===== src/rtl/timebase_pkg.sv =====
// Shared encodings for the timebase tick generator: FSM states and counting modes.
// Imported by the counter top level.
package timebase_pkg;

  localparam logic [1:0] ST_IDLE = 2'd0;
  localparam logic [1:0] ST_RUN  = 2'd1;
  localparam logic [1:0] ST_DONE = 2'd2;

  localparam logic MODE_PERIODIC = 1'b0;
  localparam logic MODE_ONESHOT  = 1'b1;

endpackage


===== src/rtl/timebase_tc_shadow.sv =====
// Terminal-count update port: accepts tc_in, holds it in a shadow while a period is in flight,
// and strobes tc_load toward the counter when the new value may take effect.
module timebase_tc_shadow #(
  parameter int WIDTH = 10
) (
  input  logic             clk,
  input  logic             resetn,
  input  logic [WIDTH-1:0] tc_in,
  input  logic             tc_valid,
  output logic             tc_ready,
  input  logic             direct_ok,
  input  logic             apply,
  output logic             tc_load,
  output logic [WIDTH-1:0] tc_load_val
);

  logic             pending;
  logic [WIDTH-1:0] shadow;
  logic             accept;

  assign tc_ready = ~pending;
  assign accept   = tc_valid & tc_ready;

  // While pending, tc_ready is low, so a fresh accept cannot collide with a shadow apply.
  assign tc_load     = (accept & direct_ok) | (pending & apply);
  assign tc_load_val = pending ? shadow : tc_in;

  always_ff @(posedge clk) begin
    if (!resetn) begin
      pending <= 1'b0;
      shadow  <= '0;
    end else if (pending) begin
      if (apply) pending <= 1'b0;
    end else if (accept && !direct_ok) begin
      shadow  <= tc_in;
      pending <= 1'b1;
    end
  end

endmodule


===== src/rtl/timebase_tick_gen.sv =====
// Programmable prescaler: one-cycle tick every (tc_active+1) enabled clocks, periodic or one-shot.
// Optional tick counter on tick_cnt when TIMEBASE_TICK_CNT_EN is defined.
module timebase_tick_gen
  import timebase_pkg::*;
#(
  parameter int WIDTH      = 10,
  parameter int DEFAULT_TC = 999,
  parameter int AUTOSTART  = 1,
  parameter int CNT_W      = 16
) (
  input  logic             clk,
  input  logic             resetn,
  input  logic             enable,
  input  logic             start,
  input  logic             stop,
  input  logic             mode,
  input  logic [WIDTH-1:0] tc_in,
  input  logic             tc_valid,
  output logic             tc_ready,
  output logic             tick,
  output logic [WIDTH-1:0] count,
  output logic             busy,
  output logic             done,
  output logic [CNT_W-1:0] tick_cnt
);

  localparam logic [WIDTH-1:0] TC_RST    = DEFAULT_TC[WIDTH-1:0];
  localparam logic [1:0]       ST_RESET  = (AUTOSTART != 0) ? ST_RUN : ST_IDLE;

  logic [1:0]       state;
  logic [WIDTH-1:0] tc_active;
  logic             tc_hit;
  logic             tc_load;
  logic [WIDTH-1:0] tc_load_val;

  assign tc_hit = (state == ST_RUN) & enable & (count == tc_active);
  assign tick   = tc_hit & ~start;
  assign busy   = (state == ST_RUN);
  assign done   = (state == ST_DONE);

  timebase_tc_shadow #(.WIDTH(WIDTH)) u_tc_shadow (
    .clk         (clk),
    .resetn      (resetn),
    .tc_in       (tc_in),
    .tc_valid    (tc_valid),
    .tc_ready    (tc_ready),
    .direct_ok   ((state != ST_RUN) | tc_hit),
    .apply       (tc_hit | start | stop),
    .tc_load     (tc_load),
    .tc_load_val (tc_load_val)
  );

  // Every load point also zeroes count, so count <= tc_active holds across shrinking updates.
  always_ff @(posedge clk) begin
    if (!resetn) tc_active <= TC_RST;
    else if (tc_load) tc_active <= tc_load_val;
  end

  always_ff @(posedge clk) begin
    if (!resetn) begin
      state <= ST_RESET;
      count <= '0;
    end else if (stop) begin
      state <= ST_IDLE;
      count <= '0;
    end else if (start) begin
      state <= ST_RUN;
      count <= '0;
    end else begin
      case (state)
        ST_RUN: begin
          if (tc_hit) begin
            count <= '0;
            if (mode == MODE_ONESHOT) state <= ST_DONE;
          end else if (enable) begin
            count <= count + WIDTH'(1);
          end
        end
        ST_IDLE, ST_DONE: count <= '0;
        default: begin
          state <= ST_IDLE;
          count <= '0;
        end
      endcase
    end
  end

`ifdef TIMEBASE_TICK_CNT_EN
  logic [CNT_W-1:0] tick_cnt_q;

  always_ff @(posedge clk) begin
    if (!resetn || start) tick_cnt_q <= '0;
    else if (tick) tick_cnt_q <= tick_cnt_q + CNT_W'(1);
  end

  assign tick_cnt = tick_cnt_q;
`else
  assign tick_cnt = '0;
`endif

endmodule


===== config.mk =====
export PLATFORM = sky130hd
export DESIGN_NAME = timebase_tick_gen
export DESIGN_NICKNAME = d
export VERILOG_FILES = /design/src/rtl/timebase_pkg.sv /design/src/rtl/timebase_tc_shadow.sv /design/src/rtl/timebase_tick_gen.sv
export SDC_FILE = /design/constraint.sdc
export NUM_CORES = 1
export LEC_CHECK = 0
export ABC_AREA = 1
export ABC_CLOCK_PERIOD_IN_PS = 1600
export CORE_MARGIN = 2
export CORE_UTILIZATION = 48
export CTS_CLUSTER_SIZE = 12
export DETAILED_ROUTE_END_ITERATION = 10
export PLACE_DENSITY_LB_ADDON = 0.25
export SYNTH_ARGS = -nofsm -noshare
export SYNTH_HDL_FRONTEND = slang
export SYNTH_SLANG_ARGS = --single-unit

===== constraint.sdc =====
create_clock -name clk -period 1.6 [get_ports clk]
set_input_delay 0.16 -clock clk [delete_from_list [all_inputs] [get_ports clk]]
set_output_delay 0.16 -clock clk [all_outputs]
set_load 0.05 [all_outputs]

### Yosys cells after proc, flatten, opt, wreduce, memory -nomap -nowiden

Index checks and enable logic that the tools add are counted.

* add/subtract/negate cells: 1
* reductions and logical operators: 9
* eq/ne operators: 9
* mux-type cells: 9
* bitwise gates (word level): 15

Operators by type and width (number)
* 10-bit by 1-bit adder with 10-bit output (second input constant): 1
* 10-bit equality test: 1
* 10-bit two-way mux: 1
* 1-bit AND: 6
* 3-bit AND reduction: 2
* 1-bit two-way mux: 5
* 1-bit inverter: 5
* 5-bit OR reduction: 1
* 2-bit two-way mux: 2
* 2-bit by 1-bit inequality test with 1-bit output (second input constant): 2
* 4-bit by 3-bit inequality test with 1-bit output (second input constant): 1
* 4-bit inequality test (second input constant): 1
* 1-bit bitwise OR: 4
* 2-bit case mux with 2 select lines: 1
* 3-bit inequality test (second input constant): 1
* 3-bit OR reduction: 1
* 2-bit by 1-bit equality test with 1-bit output (second input constant): 1
* 2-bit equality test (second input constant): 1
* 2-bit zero test: 1
* 2-bit inequality test (second input constant): 1
* 2-bit AND reduction: 1
* 2-bit OR reduction: 1
* 1-bit logical AND: 1
* 1-bit zero test: 1

* output and inout port bits: 30
* bits of input ports: 17
* logic and storage cells: 49
* register bits after elaboration: 33

### Depth between registers and ports, before layout

Gate-level depths: netlist (run 1).

* depth in word-level cells: 8
* mapped depth: 11
* gate-level depth less buffers: 11

### Modules after synthesis

From an unflattened synthesis (run 1), not the netlist that was laid out.

* cell total of the unflattened synthesis: 285
* area, all modules: 1878.1 um^2

Modules (own cells, without submodules)
* timebase_tick_gen: seq. area each 440.4 um^2, instances 1, area each 1208.7 um^2, cells each 172
* timebase_tc_shadow: seq. area each 220.2 um^2, instances 1, area each 669.4 um^2, cells each 113

### Least setup slack after synthesis (run 1)

Ideal clock, no wire load.

* kind: register -> register
* from: register count[5]
* to: register state[0]
* buffers on the path: 0
* slack: -0.657 ns
* data arrival time: 2.140 ns
* data required time: 1.484 ns
* stages on the path, launching flop included: 10
* path through: dfxtp_1 > nand2_1 > nand2_1 > nand2_1 > nor2_1 > nand3_4 > nor2_1 > nand2_1 > nand2_1 > nand2_1

* word-level cells in the longest chain between the ends: 4

Ends and longest elaborated chain
* start, declared: line timebase_tick_gen.sv:21 `output logic [WIDTH-1:0] count,`
* start signal, assigned: line timebase_tick_gen.sv:76 `count <= count + WIDTH'(1);`
* 10-bit equality test: line timebase_tick_gen.sv:36 `assign tc_hit = (state == ST_RUN) & enable & (count == tc_active);`
* 1-bit AND: line timebase_tick_gen.sv:36
* 4-bit by 3-bit inequality test with 1-bit output (no source line)
* 3-bit AND reduction (no source line)
* end signal, assigned: line timebase_tick_gen.sv:61 `state <= ST_RESET;`
* end signal, assigned: line timebase_tick_gen.sv:64 `state <= ST_IDLE;`
* end signal, assigned: line timebase_tick_gen.sv:67 `state <= ST_RUN;`
* end, declared: line timebase_tick_gen.sv:30 `logic [1:0] state;`

Every way passes these cells.
A chain may end at the register's enable or synchronous reset.

### Worst setup path in the final report (run 1)

* from: register count[1]
* to: output tick

* word-level cells in the longest chain between the ends: 3

Ends and longest elaborated chain
* 10-bit equality test: line timebase_tick_gen.sv:36
* 1-bit AND: line timebase_tick_gen.sv:36
* 1-bit AND: line timebase_tick_gen.sv:37 `assign tick = tc_hit & ~start;`
* end, declared: line timebase_tick_gen.sv:20 `output logic tick,`

Every way passes these cells.

==> reports/results.ini, run 1 <==
[run_status]
status = finished clean

[sta]
slew_violations = 0
fin_worst_skew_ns = 0.00622
max_freq_ghz = 0.634
finalSetupViolCount = 0
holdWs_ns = 0.446
fin_crit_sh_pct = 98.6
rsz0062_at_grt = true
period_minus_slack_ns = 1.58
hold_viol = 0
setup_tns_ns = 0

[grt]
grt-ovfl-total = 0
gr-usage-all-layers_pct = 18.2
grt_start_max_net_pins = 22
antenna_found_initial = 0
grt_pass1_wl_um = 6000
first_global_vias = 1400

[drt]
via_count = 1606
ant_nets = 0
dr.pass1.iters = 4
wirelength_um = 3820
wire_per_inst_um = 11.0
drt_iter0_drc = 85
drcViolationCount = 0
avgViaCountPerCell = 4.60

[power]
p_seq_share_pct = 46.5
internal_power_mw = 1.33
clkPwrFrac_pct = 31.0
peakVddDrop_mv = 0.645
p_sw_uw = 595
leakage_nw = 1.11
power_density_nw_per_um2 = 786
swShare_pct = 30.9
combPwrFrac_pct = 22.5

[layout]
syn_to_final_growth_pct = 36.6
fin_nets = 318
drive_above_1_share_pct = 25.9
fin_util_pct = 67.4
diodes = 0
design_area_um2 = 2450

[floorplan]
io-pin-count = 47
chipWidth_um = 65.1
std_cell_rows = 22
chipHeight_um = 65.1
design.core.area_um2 = 3630
start_util_pct = 49.3
die_area_um2 = 4240

[hold_path]
hold_path_class = flop to flop

[logic_synthesis]
yosysSeqAreaShare_pct = 36.8
syn_area_um2 = 1790
yosys-top-cells-area = dfxtp_1, nand2_1, buf_4, nand3_1, inv_1
synth_top_area_share_pct = 36.8
ys_ff_latch = 33
ys_types = 29
yosys.area.top_type = dfxtp_1
synth_area_per_cell_um2 = 7.17
synth_cells = 250
ys_warn_count = 0

[placement]
routabilityCongestion = 0.792
place_area_um2 = 2180
numPortBuffers = 30
dp_hpwl_um = 2580

[worst_setup_path]
cp_num_buf_inv = 2
slowest_stage = dfxtp_4
cp_common_cell = nand2_1
slowest_delay_ns = 0.36
path_cells = inv_1 > nand2_1 > nand2_1 > nand2_1 > nor2_2 > nand3_4 > nor2_4 > buf_12
worstPathArrival_ns = 1.42
required_ns = 1.44
crit_type = flop to output pin
critPathLaunchType = flop
critPathTopFamily = simple AND/OR/NAND/NOR gates
critPathCaptureType = output pin
path_max_fanout = 6

[job]
maxCapViolCount = 0

[clocking]
holdBufCountCts = 0
cts_max_path_buffers = 2
clock_latency_ns = 0.29
cts-root-buf = clkbuf_8
clock_sinks = 33
cts_buffers = 5
cts-htree-levels = 2
path_clk_slew_ns = 0.07
cts_tree = yes

==> cell type report <==
class | count | area, um^2
fill | 325 | 1180
multi-input combinational | 179 | 1000
sequential | 33 | 696
timing repair buffer | 50 | 487
inverter | 30 | 116
clock buffer | 6 | 72.6
tap | 48 | 60.1
clock inverter | 2 | 10.0
timing repair inverter | 1 | 5.00
==> layout by cell type, fill, tap and decap left out, drive strengths merged <==
cell / n
nand3: 24
ha: 1
a21boi: 1
clkbuf: 7
nand2: 60
clkinvlp: 2
clkinv: 2
conb: 16
xor2: 8
inv: 29
nor2: 26
dfxtp: 33
nand4: 3
o21ai: 20
o211a: 1
buf: 33
clkdlybuf4s50: 16
nor3: 2
xnor2: 4
a21oi: 13
==> metrics by stage <==
step | setup slack (ns) | instances | power, mW
after floorplan | 0.0185 | 265 | 1.20
after global placement | -0.140 | 332 | 1.28
after detailed placement | -0.190 | 332 | 1.28
after CTS | 0.00578 | 341 | 1.89
after global routing | -0.0707 | 349 | 2.04
final | 0.0231 | 349 | 1.93
==> worst paths after layout <==
path / start / endpoint / slack, ns / cells past startpoint
min: u_tc_shadow.shadow[3]$_SDFFE_PN0P_ / u_tc_shadow.shadow[3]$_SDFFE_PN0P_ / 0.45 / 2
max reg2reg: count[1]$_SDFFE_PP0P_ / tc_active[4]$_SDFFE_PN0P_ / 0.08 / 11
max: count[1]$_SDFFE_PP0P_ / tick / 0.02 / 8
min reg2reg: u_tc_shadow.shadow[3]$_SDFFE_PN0P_ / u_tc_shadow.shadow[3]$_SDFFE_PN0P_ / 0.45 / 2
==> logic make-up after synthesis <==
| family | Yosys count | share of synthesized area (%) |
|---|---|---|
| flip-flops | 33 | 36.8 |
| buffers and inverters | 54 | 16.5 |
| AO/OA/AOI/OAI | 35 | 10.6 |
| adder cells (fa/ha/maj) | 1 | 0.698 |
| other | 1 | 0.209 |
| XOR/XNOR | 12 | 5.86 |
| AND/OR/NAND/NOR | 114 | 29.2 |
==> sequential cells by signal, indices dropped and copies added, names as in the netlist <==
| name | cells |
|---|---|
| tc_active | 10 |
| count | 10 |
| state | 2 |
| u_tc_shadow.shadow | 10 |
| u_tc_shadow.pending | 1 |
==> worst reg2reg max path, cell delays in order (launching register included) <==
cell and delay [ns]:
dfxtp_4 0.36, inv_1 0.07, nand2_1 0.05, nand2_1 0.05
nand2_1 0.06, nor2_2 0.16, nand3_4 0.12, buf_4 0.16
nand2_4 0.09, nand2_8 0.09, a21oi_2 0.16, nor2_1 0.06
==> power by group through the flow <==
stage / sequential (mW) / clock, mW / combinational, mW
after floorplan: 0.899 / 0 / 0.305
after global placement: 0.902 / 0 / 0.375
after detailed placement: 0.904 / 0 / 0.380
after CTS: 0.885 / 0.619 / 0.382
after global routing: 0.900 / 0.658 / 0.477
final: 0.895 / 0.597 / 0.433
==> synthesized netlist by cell type (all sizes together) <==
library cell	n
o21ai	20
o211a	1
nand4	3
buf	22
ha	1
nor3	2
nand2	59
xor2	8
nand3	24
inv	30
conb	1
xnor2	4
a21boi	1
nor2	26
clkbuf	2
dfxtp	33
a21oi	13
==> metal layers <==
layer / share of wire (%) / vias to the layer above / GRT usage, % / routed length, um
li1: - / 854 / - / -
met1: 44 / 697 / 23.5 / 1700
met2: 49 / 45 / 28.4 / 1880
met3: 4.5 / 10 / 6.68 / 173
met4: 1.9 / 0 / 5.47 / 72
met5: 0 / - / 0 / 0
==> what timing repair did <==
item | CTS | global route
gates resized for setup | 1 | 18
pin swaps | 3 | 7
endpoints found under the setup margin | 2 | 32
endpoints found under the hold margin | 0 | 0
buffers inserted | 1 | 5
cloned | 0 | 3
(Power assumes the default switching activity.)
==> inputs of run 2 (changes only) <==
CORE_MARGIN = unset   (was 2)
==> run 2 against run 1 <==
The flow now finishes with violations (setup timing). Routed wire length is 3.6% lower. Worst hold slack worse by 0.0032 ns. Register-to-register slack hardly changed. Core utilization is 2.2 points higher. Flip-flop and latch count stayed put. Count of clock-buffer cells in the layout is 2 higher. Via count is 0.37% higher. Final cell count is 0.86% lower. Critical endpoint unchanged. Largest power group unchanged.
==> reports/results.ini, run 2 (synthesized netlist as in run 1, its figures left out) <==
[layout]
fin_nets = 317  ; -0.31%
drive_above_1_share_pct = 26.3  ; +0.42 points
syn_to_final_growth_pct = 34.6
layout_common_cells = nand2_1, buf_4, inv_1, nand3_1
layout_commonest_cell = nand2_1
reg_top3 = count (10), tc_active (10), u_tc_shadow.shadow (10)
diodes = 0  ; unchanged
design_area_um2 = 2410  ; -1.5%
layout.cells.non_filler = 346  ; -0.86%
fin_util_pct = 69.6  ; +2.2 points

[run_status]
status = complete, but fails checks
violations = setup timing

[sta]
setup_ws_ns = -0.0166  ; -0.0397 ns
max_freq_ghz = 0.619  ; -2.5%
rsz0062_at_grt = true
maxSlewHeadroom_pct = 63.7
finalSetupViolCount = 1  ; +1
setup_tns_ns = -0.0166  ; -0.0166 ns
slew_violations = 0  ; unchanged
hold_viol = 0  ; unchanged
worst_slew_pin_slew_ns = 0.544
period_minus_slack_ns = 1.62  ; +0.0397 ns
fin_crit_sh_pct = 101  ; +2.5 points
holdWs_ns = 0.443  ; -0.00315 ns
fin_worst_skew_ns = 0.00455  ; -0.00167 ns

[grt]
grt_start_max_net_pins = 22  ; unchanged
grt-ovfl-total = 0  ; unchanged
first_global_vias = 1343  ; -4.1%
gr-usage-all-layers_pct = 19.1  ; +0.90 points
grt_pass1_wl_um = 5850  ; -2.5%
antenna_found_initial = 0  ; unchanged

[worst_setup_path]
required_ns = 1.44  ; about the same
crit_type = flop to output pin
worstPathArrival_ns = 1.46  ; +0.04 ns
critPathCaptureType = output pin
critPathLaunchType = flop
path_max_fanout = 5  ; -1

[placement]
dp.cells = 329  ; -0.90%
dp_hpwl_um = 2550  ; -1.1%
dp_slack_ns = -0.189  ; +0.00177 ns
place_area_um2 = 2170  ; -0.46%
routabilityCongestion = 0.729  ; -7.9%
numPortBuffers = 30  ; unchanged

[power]
power_density_nw_per_um2 = 852  ; +8.4%
peakVddDrop_mv = 0.528  ; -18%
totalPowerFinal_mw = 2.06  ; +6.8%
leakage_nw = 1.11  ; -0.37%

[job]
maxCapViolCount = 0  ; unchanged

[clocking]
cts_max_path_buffers = 2  ; unchanged
clock_latency_ns = 0.29  ; about the same
cts-htree-levels = 2  ; unchanged
cts_tree = yes
path_clk_slew_ns = 0.07  ; about the same
cts_buffers = 5  ; unchanged
cts-root-buf = clkbuf_8
holdBufCountCts = 0  ; unchanged
clock_sinks = 33  ; unchanged

[floorplan]
io-pin-count = 47  ; unchanged
chipHeight_um = 63.1  ; -3.1%
design.core.area_um2 = 3470  ; -4.5%
std_cell_rows = 21  ; -4.5%
die_area_um2 = 3980  ; -6.0%
start_util_pct = 51.7  ; +2.3 points
chipWidth_um = 63.1  ; -3.1%

[drt]
wire_per_inst_um = 10.7  ; -2.7%
dr.pass1.iters = 4  ; unchanged
ant_nets = 0  ; unchanged
wirelength_um = 3690  ; -3.6%
drt_iter0_drc = 81  ; -4.7%
drcViolationCount = 0  ; unchanged
via_count = 1612  ; +0.37%
avgViaCountPerCell = 4.66  ; +1.2%

[hold_path]
hold_path_class = flop to flop

[run 2: changes by cell type in the layout (fill, tap and decap cells not counted), sizes merged]
cell	change
clkinvlp	-2
clkinv	-2
buf	+1
nand2	-1
clkbuf	+2
inv	+1
[run 2: area by class of cell]
cell class	instances	area, um^2
multi-input cells	178	943
well taps	46	57.6
flip-flops and latches	33	696
fillers	308	1050
clock buffers	8	111
repair buffers	51	490
inverters	30	115
[run 2: timing repair]
item / 4_1_cts / 5_1_grt
pin swaps: 3 / 10
setup endpoints to repair: 9 / 18
resized for setup: 1 / 16
cloned: 0 / 1
buffers inserted: 3 / 5
[run 2: worst max-delay path, cell delays in order (launching register included)]
cell,delay (ns)
dfxtp_4,0.37
xnor2_1,0.16
nand2_1,0.10
nor2_2,0.13
nand3_4,0.11
nor2_4,0.15
buf_12,0.15
[run 2: path summary, 6_finish.rpt]
kind / start / to / slack (ns) / cells after the start
min: u_tc_shadow.shadow[4]$_SDFFE_PN0P_ / u_tc_shadow.shadow[4]$_SDFFE_PN0P_ / 0.44 / 2
min reg2reg: u_tc_shadow.shadow[4]$_SDFFE_PN0P_ / u_tc_shadow.shadow[4]$_SDFFE_PN0P_ / 0.44 / 2
max reg2reg: count[6]$_SDFFE_PP0P_ / tc_active[1]$_SDFFE_PN1P_ / 0.09 / 9
max: count[6]$_SDFFE_PP0P_ / tick / -0.02 / 6
[run 2: power breakdown]
part | switching [mW] | internal [mW] | total [mW]
registers | 0.0274 | 0.859 | 0.887
logic | 0.255 | 0.156 | 0.411
clock network | 0.315 | 0.445 | 0.759
total | 0.597 | 1.46 | 2.06
[run 2: routing by layer]
metal  vias up  share of wire, %  GRT usage, %
met5         -                 0             0
met4         0               2.1          11.3
met3         7               4.4          4.71
met2        40                46          29.2
met1       715                47          24.0
li1        850                 -             -
==> inputs of run 3 (changes only) <==
ABC_CLOCK_PERIOD_IN_PS = 1900   (was 1600)
CORE_MARGIN = 3   (was unset)
CORE_UTILIZATION = 50   (was 48)
GPL_TIMING_DRIVEN = 0   (was unset)
clock period = 1.9 ns   (was 1.6 ns; I/O delays follow)
==> run 3 against run 2 <==
The run now ends clean. Largest cell class unchanged. Clock power fell by 50%. Via count decreased by 1.1%. Sequential power decreased by 15%.
==> reports/results.ini, run 3 (synthesized netlist as in run 1, its figures left out) <==
[run_status]
status = finished clean

[floorplan]
design.core.area_um2 = 3390  ; -2.3%
std_cell_rows = 21  ; unchanged
die_area_um2 = 4340  ; +9.0%
chipHeight_um = 65.9  ; +4.4%
io-pin-count = 47  ; unchanged
start_util_pct = 52.9  ; +1.2 points
chipWidth_um = 65.9  ; +4.4%

[layout]
fin_util_pct = 67.0  ; -2.6 points
layout_common_cells = nand2_1, inv_1, dfxtp_1, clkdlybuf4s50_1, nor2_1
diodes = 0  ; unchanged
fin_nets = 320  ; +0.95%
layout_commonest_cell = nand2_1
reg_top3 = count (10), tc_active (10), u_tc_shadow.shadow (10)
syn_to_final_growth_pct = 26.6
drive_above_1_share_pct = 17.5  ; -8.8 points
design_area_um2 = 2270  ; -6.0%

[worst_setup_path]
cp_num_buf_inv = 2  ; +1
slowest_delay_ns = 0.36  ; about the same
path_cells = inv_2 > nand2_1 > nand2_1 > nand2_1 > nor2_1 > nand3_4 > nor2_4 > buf_4
crit_type = flop to output pin
critPathTopFamily = simple AND/OR/NAND/NOR gates
path_max_fanout = 7  ; +2
worstPathArrival_ns = 1.59  ; +0.13 ns
r2r_start = count[4]$_SDFFE_PP0P_
rrSetupSlack_ns = 0.35  ; +0.26 ns
required_ns = 1.71  ; +0.27 ns
slowest_stage = dfxtp_2
rr_worst_depth = 11  ; +2
r2r-end = tc_active[4]$_SDFFE_PN0P_
critPathLaunchType = flop
critPathCaptureType = output pin
cp_common_cell = nand2_1

[hold_path]
min_delay_path_depth = 3  ; +1
hold_path_class = primary input to flop
min_from = enable
whs_endpoint = count[0]$_SDFFE_PP0P_

[drt]
top_layer_used = met4
drt-met1-wl_um = 1570  ; -9.3%
ant_nets = 0  ; unchanged
drcViolationCount = 0  ; unchanged
wirelength_um = 3450  ; -6.3%
wire_per_inst_um = 9.89  ; -7.2%
dr.pass1.iters = 4  ; unchanged
drt_iter0_drc = 70  ; -14%
via_count = 1595  ; -1.1%
avgViaCountPerCell = 4.57  ; -1.9%
route.met2.wl_um = 1650  ; -3.6%
dr_wl_met3_um = 179  ; +9.8%

[clocking]
cts_buffers = 5  ; unchanged
holdBufCountCts = 0  ; unchanged
postCtsSetupRepairBufs = 0  ; -3
cts-root-buf = clkbuf_4
cts-htree-levels = 2  ; unchanged
cts_max_path_buffers = 2  ; unchanged
clock_sinks = 33  ; unchanged
cts_tree = yes
path_clk_slew_ns = 0.10  ; +0.03 ns
clock_latency_ns = 0.33  ; +0.04 ns

[grt]
grt_start_max_net_pins = 11  ; -50%
first_global_vias = 1325  ; -1.3%
gr-usage-all-layers_pct = 16.9  ; -2.2 points
grt-ovfl-total = 0  ; unchanged
grt_pass1_wl_um = 5690  ; -2.7%
antenna_found_initial = 0  ; unchanged

[placement]
dp_slack_ns = -0.548  ; -0.359 ns
numPortBuffers = 30  ; unchanged
dp_hpwl_um = 2650  ; +3.8%
routabilityCongestion = 0.788  ; +8.1%
place_area_um2 = 2210  ; +2.1%

[power]
power_density_nw_per_um2 = 646  ; -24%
leakage_nw = 1.08  ; -2.7%
peakVddDrop_mv = 0.481  ; -9.0%

[sta]
fin_crit_sh_pct = 93.9
fin_worst_skew_ns = 0.00492  ; +0.000370 ns
slew_violations = 0  ; unchanged
setup_tns_ns = 0  ; +0.0166 ns
rsz0062_at_grt = false
hold_viol = 0  ; unchanged
period_minus_slack_ns = 1.78
max_freq_ghz = 0.560
finalSetupViolCount = 0  ; -1
setup_ws_ns = 0.116  ; +0.132 ns

[job]
maxCapViolCount = 0  ; unchanged

==> run 3: cell count changes in the layout (fill, tap and decap cells not counted), sizes merged <==
| cell | change |
|---|---|
| dlymetal6s2s | +2 |
| dlygate4sd2 | +1 |
| buf | -11 |
| clkdlybuf4s50 | +9 |
| clkbuf | +2 |
==> run 3: where the power goes <==
| part | switching [mW] | total, mW | internal [mW] |
|---|---|---|---|
| Combinational | 0.205 | 0.332 | 0.126 |
| Clock | 0.231 | 0.379 | 0.147 |
| Sequential | 0.0218 | 0.755 | 0.733 |
==> run 3: worst register-to-register path: stages (launching register included) <==
cell and delay, ns:
dfxtp_2 0.36, inv_2 0.07, nand2_1 0.05, nand2_1 0.06, nand2_1 0.05, nor2_1 0.18
nand3_4 0.17, nand2_2 0.10, nand2_2 0.08, buf_6 0.15, a21oi_2 0.13, nor2_1 0.06
==> run 3: what timing repair did <==
item,4_1_cts,5_1_grt
pin swaps,0,0
resized for setup,8,12
endpoints found under the setup margin,3,3
==> run 3: per-layer routing <==
layer / GRT usage (%) / vias to the layer above
li1: - / 860
met1: 20.6 / 691
met2: 27.8 / 36
met3: 4.76 / 8
met4: 6.74 / 0
met5: 0 / -
==> run 3: metrics by stage <==
step                      instances  power, mW  hold WS, ns
final                           349       1.47        0.269
after floorplan                 265       1.02        0.328
after global placement          341       1.10        0.434
after CTS                       349       1.47        0.456
after detailed placement        341       1.10        0.441
after global routing            349       1.54        0.297
==> run 3: final cells by class <==
| cell class | instances | area [um^2] |
|---|---|---|
| Clock buffer | 8 | 48.8 |
| Buffer | 24 | 184 |
| Fill cell | 302 | 1120 |
| Multi-Input combinational cell | 178 | 900 |
| Inverter | 30 | 113 |
| Sequential cell | 33 | 671 |
| Tap cell | 46 | 57.6 |
| Timing Repair Buffer | 30 | 297 |
==> run 3: worst max path at each step <==
stage / cells after the start / from / slack, ns / endpoint
floorplan: 9 / count[5]$_SDFFE_PP0P_ / 0.07 / state[0]$_SDFFE_PN1P_
global placement: 8 / enable / -0.54 / tick
detailed placement: 8 / enable / -0.55 / tick
CTS: 3 / u_tc_shadow.pending$_SDFF_PN0_ / 0.008 / tc_ready
global route: 8 / count[5]$_SDFFE_PP0P_ / 0.006 / tick
finish: 8 / count[4]$_SDFFE_PP0P_ / 0.12 / tick
